**src/rtl/mult_switch_bank.sv**
```systemverilog
// Multiplier switch with a bank of selectable stationary operands, a PIPE-deep
// signed product pipeline, optional run accumulation and output backpressure.
module mult_switch_bank #(
    parameter int DATA_W = 16,
    parameter int DEPTH  = 4,
    parameter int SEL_W  = 2,
    parameter int PIPE   = 2,
    parameter int GUARD  = 4
) (
    input  logic                              CLK,
    input  logic                              rst_n,
    input  logic                              i_valid,
    output logic                              i_ready,
    input  logic signed [DATA_W-1:0]          i_data,
    input  logic                              i_stationary,
    input  logic        [SEL_W-1:0]           i_sel,
    input  logic                              i_accum,
    input  logic                              i_last,
    input  logic                              i_flush,
    output logic                              o_valid,
    input  logic                              o_ready,
    output logic signed [2*DATA_W+GUARD-1:0]  o_data,
    output logic                              o_err
);

    localparam int ACC_W = 2*DATA_W + GUARD;

    logic signed [DATA_W-1:0]   r_buf [DEPTH];
    logic        [DEPTH-1:0]    r_ent_vld;
    logic                       r_err;

    logic        [PIPE-1:0]     r_vld_p;
    logic        [PIPE-1:0]     r_acc_p;
    logic        [PIPE-1:0]     r_last_p;
    logic signed [ACC_W-1:0]    r_prod_p [PIPE];

    logic signed [ACC_W-1:0]    r_acc;
    logic                       r_o_valid;
    logic signed [ACC_W-1:0]    r_o_data;

    logic                       w_stall;
    logic                       w_accept;
    logic                       w_wr;
    logic                       w_strm;
    logic                       w_hit;
    logic                       w_new_vld;
    logic signed [DATA_W-1:0]   w_op;
    logic signed [2*DATA_W-1:0] w_a;
    logic signed [2*DATA_W-1:0] w_b;
    logic signed [2*DATA_W-1:0] w_prod;
    logic signed [ACC_W-1:0]    w_prod_ext;
    logic signed [ACC_W-1:0]    w_acc_sum;

    assign w_stall   = r_o_valid & ~o_ready;
    assign i_ready   = ~w_stall;
    assign w_accept  = i_valid & ~w_stall;
    assign w_wr      = w_accept & i_stationary;
    assign w_strm    = w_accept & ~i_stationary;
    assign w_new_vld = w_strm & w_hit;

    // Out-of-range selects never match an entry, so they read as invalid.
    always_comb begin
        w_op  = '0;
        w_hit = 1'b0;
        for (int k = 0; k < DEPTH; k++) begin
            if (int'(i_sel) == k) begin
                w_op  = r_buf[k];
                w_hit = r_ent_vld[k];
            end
        end
    end

    assign w_a        = {{DATA_W{i_data[DATA_W-1]}}, i_data};
    assign w_b        = {{DATA_W{w_op[DATA_W-1]}}, w_op};
    assign w_prod     = w_a * w_b;
    assign w_prod_ext = {{GUARD{w_prod[2*DATA_W-1]}}, w_prod};

    // Flush clears first; a write in the same cycle lands on top and stays valid.
    always_ff @(posedge CLK or negedge rst_n) begin
        if (!rst_n) begin
            for (int k = 0; k < DEPTH; k++) r_buf[k] <= '0;
            r_ent_vld <= '0;
        end else begin
            if (i_flush) r_ent_vld <= '0;
            for (int k = 0; k < DEPTH; k++) begin
                if (w_wr && int'(i_sel) == k) begin
                    r_buf[k]     <= i_data;
                    r_ent_vld[k] <= 1'b1;
                end
            end
        end
    end

    always_ff @(posedge CLK or negedge rst_n) begin
        if (!rst_n)                r_err <= 1'b0;
        else if (w_strm && !w_hit) r_err <= 1'b1;
    end

    // Stage 0 .. PIPE-1: product pipeline, frozen as a whole while stalled
    always_ff @(posedge CLK or negedge rst_n) begin
        if (!rst_n) begin
            r_vld_p  <= '0;
            r_acc_p  <= '0;
            r_last_p <= '0;
        end else if (!w_stall) begin
            r_vld_p[0]  <= w_new_vld;
            r_acc_p[0]  <= i_accum;
            r_last_p[0] <= i_accum & i_last;
            for (int k = 1; k < PIPE; k++) begin
                r_vld_p[k]  <= r_vld_p[k-1];
                r_acc_p[k]  <= r_acc_p[k-1];
                r_last_p[k] <= r_last_p[k-1];
            end
        end
    end

    always_ff @(posedge CLK) begin
        if (!w_stall) begin
            r_prod_p[0] <= w_prod_ext;
            for (int k = 1; k < PIPE; k++) r_prod_p[k] <= r_prod_p[k-1];
        end
    end

    assign w_acc_sum = r_acc + r_prod_p[PIPE-1];

    // Output stage: emit, accumulate or close a run; flush wins over accumulate
    always_ff @(posedge CLK or negedge rst_n) begin
        if (!rst_n) begin
            r_o_valid <= 1'b0;
            r_o_data  <= '0;
            r_acc     <= '0;
        end else begin
            if (!w_stall) begin
                r_o_valid <= 1'b0;
                if (r_vld_p[PIPE-1]) begin
                    if (!r_acc_p[PIPE-1]) begin
                        r_o_data  <= r_prod_p[PIPE-1];
                        r_o_valid <= 1'b1;
                    end else if (r_last_p[PIPE-1]) begin
                        r_o_data  <= w_acc_sum;
                        r_o_valid <= 1'b1;
                        r_acc     <= '0;
                    end else begin
                        r_acc <= w_acc_sum;
                    end
                end
            end
            if (i_flush) r_acc <= '0;
        end
    end

    assign o_valid = r_o_valid;
    assign o_data  = r_o_data;
    assign o_err   = r_err;

endmodule

```
**config.mk**
```make
export PLATFORM = sky130hd
export DESIGN_NAME = mult_switch_bank
export DESIGN_NICKNAME = d
export VERILOG_FILES = /design/src/rtl/mult_switch_bank.sv
export SDC_FILE = /design/constraint.sdc
export NUM_CORES = 1
export LEC_CHECK = 0
export CORE_UTILIZATION = 40
export CTS_CLUSTER_DIAMETER = 120
export DETAILED_ROUTE_END_ITERATION = 7
export PLACE_DENSITY = 0.53
export SLEW_MARGIN = 20
export SYNTH_ARGS = -nofsm -noshare
export SYNTH_HDL_FRONTEND = slang
export SYNTH_SLANG_ARGS = --single-unit
```
**constraint.sdc**
```tcl
create_clock -name CLK -period 10.25 [get_ports CLK]
set_clock_uncertainty 0.05 [all_clocks]
set_input_delay 3.075 -clock CLK [delete_from_list [all_inputs] [get_ports CLK]]
set_output_delay 3.075 -clock CLK [all_outputs]
set_load 0.02 [all_outputs]
```
Word level (Yosys, flattened, before mapping)
Memories as Yosys holds them, arrays and structs flattened. Index checks and enable logic that the tools add are counted. Widths: inputs -> output; s select.

Register bits after elaboration: 148. Memory bits (writable): 72. Input bits: 26. Logic and storage cells: 71. Memories kept: 1.

Add/subtract/negate cells: 1. $mul: 1. Eq/ne operators: 5. Multiplexer cells: 24. Bitwise logic cells: 9. Reductions and logical operators: 15.

Memories: r_prod_p (words 2, bits a word 36, rd ports 2, clocked after Yosys merged registers in 0, write ports 2, line 35) `logic signed [ACC_W-1:0] r_prod_p [PIPE];`.

Operators by type and width (number): $mux 36 (7); $mux 16 (4); $add 36x36->36 (1); $mul 16x16->32 (1); $mux 1 (12); $reduce_bool 2->1 (6); $and 1x1->1 (6); $reduce_and 3->1 (2); $logic_and 1x1->1 (5); $eq 2x2->1 const B (2); $mux 4 (1); $not 1->1 (3); $eq 2x1->1 const B (1); $logic_not 2->1 (1); $ne 2x1->1 const B (1); $ne 2x2->1 const B (1); $logic_not 1->1 (1).

Logic depth before layout (Yosys ltp)
Gate-level depths: netlist of run 1.

Word-level depth: 7. Gate-level depth with buffers: 26. Depth with buffers taken out: 24.

Worst setup path before layout of run 1
Ideal clock, no wire load.

Path kind: in2reg. Start: input i_sel[1]. End: memory r_prod_p[0][26] (netlist bit) (data pin). Setup time: 137 ps. Arrival: 9468 ps. Required time: 10063 ps. Path slack: 594 ps. Cell stages on the path: 25. Path buffers: 3. Cell sequence: clkbuf_1 > clkbuf_1 > mux4_2 > clkbuf_1 > nand2_1 > fa_1 > inv_1 > fa_1 > inv_1 > fa_1 > inv_1 > fa_1 > inv_1 > fa_1 > fa_1 > inv_1 > ha_1 > a21o_1 > a21o_1 > a221oi_1 > a21oi_1 > o31ai_1 > a21oi_1 > or4_1 > nand4_1.

RTL lines: from (decl) (line 16) `input logic [SEL_W-1:0] i_sel,`; to (decl) (line 35).

==> results of run 1 <==
flip-flops by register name, summed over array words and instances (netlist names):
| register | flops |
|---|---|
| r_acc_p | 2 |
| o_valid | 1 |
| r_buf | 64 |
| r_ent_vld | 4 |
| r_last_p | 2 |
| r_acc | 36 |
| o_err | 1 |
| o_data | 36 |
| r_vld_p | 2 |
| r_prod_p | 64 |
final timing paths:
kind,from,endpoint,slack [ps]
worst min-delay path,r_prod_p[0][6],r_prod_p[0][42],370
min in group asynchronous,rst_n,o_data[33],2550
worst max-delay path,i_sel[0],r_prod_p[0][26],490
worst max register to register,r_buf[2],r_prod_p[0][26],3370
worst min register to register,r_prod_p[0][6],r_prod_p[0][42],370
max in group asynchronous,rst_n,r_ent_vld[0],6190
synth_stat cells (all sizes together) (2+ instances only):
cell    instances  area share
a21oi          74       0.019
a221o           3      0.0015
o41ai           5      0.0026
nor3b           3      0.0011
o211ai          5      0.0022
o31a            3      0.0013
nand4           7      0.0022
mux4           16       0.018
dfrtp         148        0.19
mux2           65       0.037
a311oi          3      0.0022
nor2           43      0.0082
o31ai           7      0.0029
or2             7      0.0022
ha            117       0.074
buf             7      0.0014
or3             5      0.0016
o21bai         13      0.0051
a21boi          5      0.0019
xor2           22      0.0098
a22o           29       0.013
clkbuf         73       0.014
mux2i          23       0.012
or4             2     0.00076
o21ai          77       0.020
edfxtp         64       0.097
nand2b          8      0.0025
a221oi          3      0.0016
and3           12      0.0038
nand2         200       0.038
nand3          18      0.0046
and2          128       0.041
a21o           22      0.0084
nor4            4      0.0013
nor3           11      0.0028
nor2b           5      0.0016
o21a            5      0.0019
a31oi           5      0.0016
fa            263        0.27
inv           328       0.062
xnor2          47       0.021
per-stage QoR:
stage / util / instances
finish: 0.4543 / 2648
global route: 0.4543 / 2648
CTS: 0.4543 / 2648
detailed placement: 0.4394 / 2604
global placement: 0.4394 / 2604
floorplan: - / 1892
routing by layer:
layer | GRT usage | part of all wire
met1 | 0.2715 | 0.49
met3 | 0.02269 | 0.037
met2 | 0.2984 | 0.46
met5 | 0 | 0
met4 | 0.03469 | 0.016
logic make-up (layout without fill, tap and decap cells):
family	Yosys count	count (layout)	share of synthesized area
fa+ha+maj	380	380	0.3409
simple gates	454	454	0.1118
xor+xnor	69	69	0.03062
buf+inv	408	500	0.07765
mux	104	104	0.06700
flops	212	212	0.2850
compound gates	265	265	0.08710
cells in the final DEF (no fill, tap or decap), drive strengths merged, types with 43 or more instances in the layout:
cell           synthesis  routed
nor2                  43      43
inv                  328     329
dfrtp                148     148
a21oi                 74      74
fa                   263     263
edfxtp                64      64
ha                   117     117
xnor2                 47      47
nand2                200     200
and2                 128     128
buf                    7      65
mux2                  65      65
clkdlybuf4s50          0      63
o21ai                 77      77
cell type report:
| cell class | instances | area [um^2] |
|---|---|---|
| fillers | 4651 | 26660 |
| multi-input cells | 1272 | 12630 |
| flip-flops and latches | 212 | 5625 |
| inverters | 328 | 1231 |
| repair buffers | 128 | 1147 |
| well taps | 664 | 830.8 |
| clock buffers | 34 | 668.1 |
| clock inverters | 10 | 61.31 |
==> run metrics, run 1 <==
unrepaired setup endpoints after global routing false; Worst Hold Margin 366.1 ps; CTS tree done; final routed wire length divided by cell count 17.13 um; transition time at the pin with the least slew margin 1036 ps; Post-CTS Resized 0; fraction of layout instances using a drive strength above 1 0.1008; clock-pin slew on the worst setup and hold paths 60 ps; fin area 22190 um^2; # IOs 65; flip-flop and latch count after synthesis 212; Critical Path Slowest Stage Cell sky130_fd_sc_hd__mux4_2; Post-CTS Hold Fix Bufs 0; post-detailed-route count of antenna-violating nets 0; highest achievable clock rate 0.1024 GHz; instance count of the mapped netlist 1892; largest net degree at the start of global routing 82; Root Buffer Master sky130_fd_sc_hd__clkbuf_16; number of enable-type register cells in the synthesized netlist 64; DRT iter0 DRCs 631; worst endpoint required time 10600 ps; total die area 50240 um^2; distinct cell type count of the synthesized netlist 58; Area Overhead vs Synth 12.43%; Placed Area 21460 um^2; Avg Vias per Cell 4.945; WP depth 24; die height 224.1 um; max-slew violation total from the final report 0; Startpoint Class primary input; routability congestion estimate from global placement 0.9180; cell type group with the largest total delay on the critical path adder cells; iteration count of the initial detailed-routing pass 5; synthesized cell area 19740 um^2; Worst Slack Setup Final 488.9 ps; maximum net fanout on the critical path 16; share of the cycle needed by the critical path after routing 0.9523; type of the tightest min-delay check reg -> reg; x dimension of the die 224.1 um; core box area 48850 um^2; number of warning messages in the yosys log 0; Rel. slew slack 0.3084; total negative setup slack 0 ps; async set or reset register ratio after synthesis 0.6981; DRC viols 0; number of global-route vias before repair 13.80k; wire length of the first global-routing pass 74.43 mm; buffers plus inverters on the worst setup path 7; HPWL reported at the end of detailed placement 35.57 mm; Worst R2R Path Depth 22; total nets after synthesis 2298; status finished clean; most common cell type on the critical path sky130_fd_sc_hd__fa_1; Hold Fails Final Rpt 0; initial antenna violation count 0; starting density of the core 0.4041; later-pin clock latency in the skew report 530 ps; wirelength, routed 45.35 mm; endpoint type of the worst setup path flop; portion of the post-synthesis area used by sequential elements 0.2850; number of CTS-inserted buffers 24; largest incremental delay on the critical path 700 ps; row count 81; cell count of the worst hold path 0; Setup WS pre-CTS -70.56 ps; critical-path cell list clkdlybuf4s50_1, buf_12, mux4_2, and2_1, fa_1, inv_1, fa_1, inv_1, fa_1, inv_1, fa_1, fa_1, fa_1, inv_1, ha_1, a21o_1, a21o_1, a221oi_1, a21oi_1, o31ai_1, buf_4, a21oi_1, or4_1, nand4_1; count of final setup violators 0; Worst Path Class, Setup in -> reg; n_diodes 0; synthesized area per cell 10.43 um^2; number of clock sinks seen by CTS 212; critical path data arrival time 10110 ps; nets@finish 2372; most used flip-flop cell after synthesis sky130_fd_sc_hd__dfrtp_1; Maximum Capacitance Violations 0; IO buf count 64; vias after detailed routing 13.09k; GR Overflow Total 0; global router's overall resource usage 0.1860; depth of the CTS H-tree 1; clock buffer depth 3; Final Critical Period 9761 ps; Post-CTS Setup Bufs 0
Power of run 1 is left out: the tool's default activity adds up to more than one toggle a clock period on the data nets, which glitch-free logic cannot reach.
==> inputs of run 2 (changes only) <==
--- a/config.mk
+++ b/config.mk
@@ -7,2 +7,3 @@
 export LEC_CHECK = 0
+export ABC_CLOCK_PERIOD_IN_PS = 10250
 export CORE_UTILIZATION = 40
@@ -10,3 +11,4 @@
 export DETAILED_ROUTE_END_ITERATION = 7
-export PLACE_DENSITY = 0.53
+export DONT_BUFFER_PORTS = 1
+export PLACE_DENSITY = 0.51
 export SLEW_MARGIN = 20
--- a/constraint.sdc
+++ b/constraint.sdc
@@ -4,2 +4,2 @@
 set_output_delay 3.075 -clock CLK [all_outputs]
-set_load 0.02 [all_outputs]
+set_load 0.1 [all_outputs]
==> run metrics, run 2 (synthesis results as in run 1) <==
status finished clean; global router's overall resource usage 0.1912; highest-count cells in the layout ignoring fill and taps 327 x sky130_fd_sc_hd__inv_1, 263 x sky130_fd_sc_hd__fa_1, 200 x sky130_fd_sc_hd__nand2_1; endpoint type of the worst setup path flop; most frequent standard cell in the layout excluding fill and tap cells sky130_fd_sc_hd__inv_1; total negative setup slack 0 ps; fraction of layout instances using a drive strength above 1 0.07878; share of the cycle needed by the critical path after routing 0.9035; area of combinational cells with multiple inputs 12630 um^2; post-detailed-route count of antenna-violating nets 0; DRC viols 0; number of CTS-inserted buffers 25; max-slew violation total from the final report 0; highest achievable clock rate 0.1080 GHz; maximum net fanout on the critical path 22; largest net degree at the start of global routing 149; starting density of the core 0.4041; Worst R2R Path Depth 21; Root Buffer Master sky130_fd_sc_hd__clkbuf_16; Setup WS pre-CTS 439.9 ps; row count 81; first element of the critical path i_sel[0]; Final Critical Period 9261 ps; number of clock sinks seen by CTS 212; worst reg-to-reg setup slack 3150 ps; Post-CTS Resized 0; nets@finish 2254; Maximum Capacitance Violations 0; Fill cells 4707; clock buffer depth 3; wirelength, routed 46.42 mm; clock-pin slew on the worst setup and hold paths 60 ps; routability congestion estimate from global placement 0.8556; Startpoint Class primary input; total die area 50240 um^2; wire length of the first global-routing pass 75.07 mm; # IOs 65; worst endpoint required time 10620 ps; Crit Reg-Reg Startpoint r_buf[1]; depth of the CTS H-tree 1; number of global-route vias before repair 13.53k; vias after detailed routing 12.80k; iteration count of the initial detailed-routing pass 5; core box area 48850 um^2; largest registers r_buf (64), r_prod_p (64); Hold Fails Final Rpt 0; IO buf count 0; Avg Vias per Cell 5.059; end of the critical path r_prod_p[0][26]; Worst Path Class, Setup in -> reg; Worst Slack Setup Final 989.0 ps; endpoint of the worst register-to-register path r_prod_p[0][26]; Area Overhead vs Synth 7.505%; area taken by flip-flops and latches 5625 um^2; Post-CTS Setup Bufs 0; die height 224.1 um; transition time at the pin with the least slew margin 1046 ps; DRT iter0 DRCs 554; n_diodes 0; Post-CTS Hold Fix Bufs 0; Worst Hold Margin 364.6 ps; CTS tree done; x dimension of the die 224.1 um; final routed wire length divided by cell count 18.35 um; count of final setup violators 0; GR Overflow Total 0; critical path data arrival time 9630 ps; type of the tightest min-delay check reg -> reg; later-pin clock latency in the skew report 560 ps; initial antenna violation count 1; unrepaired setup endpoints after global routing false; Rel. slew slack 0.3017; HPWL reported at the end of detailed placement 34.30 mm
run 2: changes by cell type in the layout (fill, tap and decap cells not counted):
cell	delta
sky130_fd_sc_hd__clkinv_8	-1
sky130_fd_sc_hd__inv_16	+1
sky130_fd_sc_hd__clkbuf_8	-3
sky130_fd_sc_hd__clkbuf_1	-2
sky130_fd_sc_hd__clkinv_2	+1
sky130_fd_sc_hd__inv_4	+1
sky130_fd_sc_hd__clkdlybuf4s50_1	-63
sky130_fd_sc_hd__buf_12	-2
sky130_fd_sc_hd__inv_2	-1
sky130_fd_sc_hd__bufinv_16	+4
sky130_fd_sc_hd__buf_4	-53
sky130_fd_sc_hd__buf_6	-1
sky130_fd_sc_hd__clkbuf_16	+1
run 2: layout make-up:
class | count | area share
timing repair buffer | 9 | 0.003184
clock buffer | 30 | 0.03037
multi-input combinational | 1272 | 0.5951
inverter | 328 | 0.05814
tap | 664 | 0.03915
sequential | 212 | 0.2651
clock inverter | 15 | 0.008962
run 2: metrics by stage:
step / instances / cell area, um^2 / util
2_1_floorplan: 1892 / 19740 / -
3_3_place_gp: 2485 / 20390 / 0.4173
3_5_place_dp: 2485 / 20390 / 0.4173
4_1_cts: 2530 / 21220 / 0.4344
5_1_grt: 2530 / 21220 / 0.4344
6_report: 2530 / 21220 / 0.4344
run 2: worst max-delay path, stage by stage:
cell and delay (ps):
sky130_fd_sc_hd__mux4_2 650, sky130_fd_sc_hd__and2_1 240, sky130_fd_sc_hd__fa_1 530, sky130_fd_sc_hd__inv_1 50
sky130_fd_sc_hd__fa_1 530, sky130_fd_sc_hd__inv_1 60, sky130_fd_sc_hd__fa_1 500, sky130_fd_sc_hd__inv_1 60
sky130_fd_sc_hd__fa_1 550, sky130_fd_sc_hd__fa_1 430, sky130_fd_sc_hd__fa_1 490, sky130_fd_sc_hd__inv_1 40
sky130_fd_sc_hd__ha_1 340, sky130_fd_sc_hd__a21o_1 180, sky130_fd_sc_hd__a21o_1 190, sky130_fd_sc_hd__a221oi_1 390
sky130_fd_sc_hd__a21oi_1 150, sky130_fd_sc_hd__o31ai_1 420, sky130_fd_sc_hd__a21oi_1 200, sky130_fd_sc_hd__or4_1 430
sky130_fd_sc_hd__nand4_1 100
run 2: routing by layer:
layer | routed length [um] | GRT usage | vias to the layer above
met4 | 815 | 0.03712 | 2
met2 | 21470 | 0.3101 | 246
met5 | 7 | 0 | -
met1 | 22020 | 0.2713 | 6499
li1 | - | - | 5998
met3 | 2113 | 0.02991 | 54
run 2: worst min-delay path by stage:
stage / end / slack [ps] / cells after the start / startpoint
2_1_floorplan: r_prod_p[0][36] / 350 / 0 / r_prod_p[0][0]
3_3_place_gp: r_prod_p[0][50] / 350 / 0 / r_prod_p[0][14]
3_5_place_dp: r_prod_p[0][41] / 350 / 0 / r_prod_p[0][5]
4_1_cts: r_prod_p[0][60] / 360 / 0 / r_prod_p[0][24]
5_1_grt: r_prod_p[0][41] / 370 / 0 / r_prod_p[0][5]
6_report: r_prod_p[0][58] / 360 / 0 / r_prod_p[0][22]
Power of run 2 is left out for the same reason.
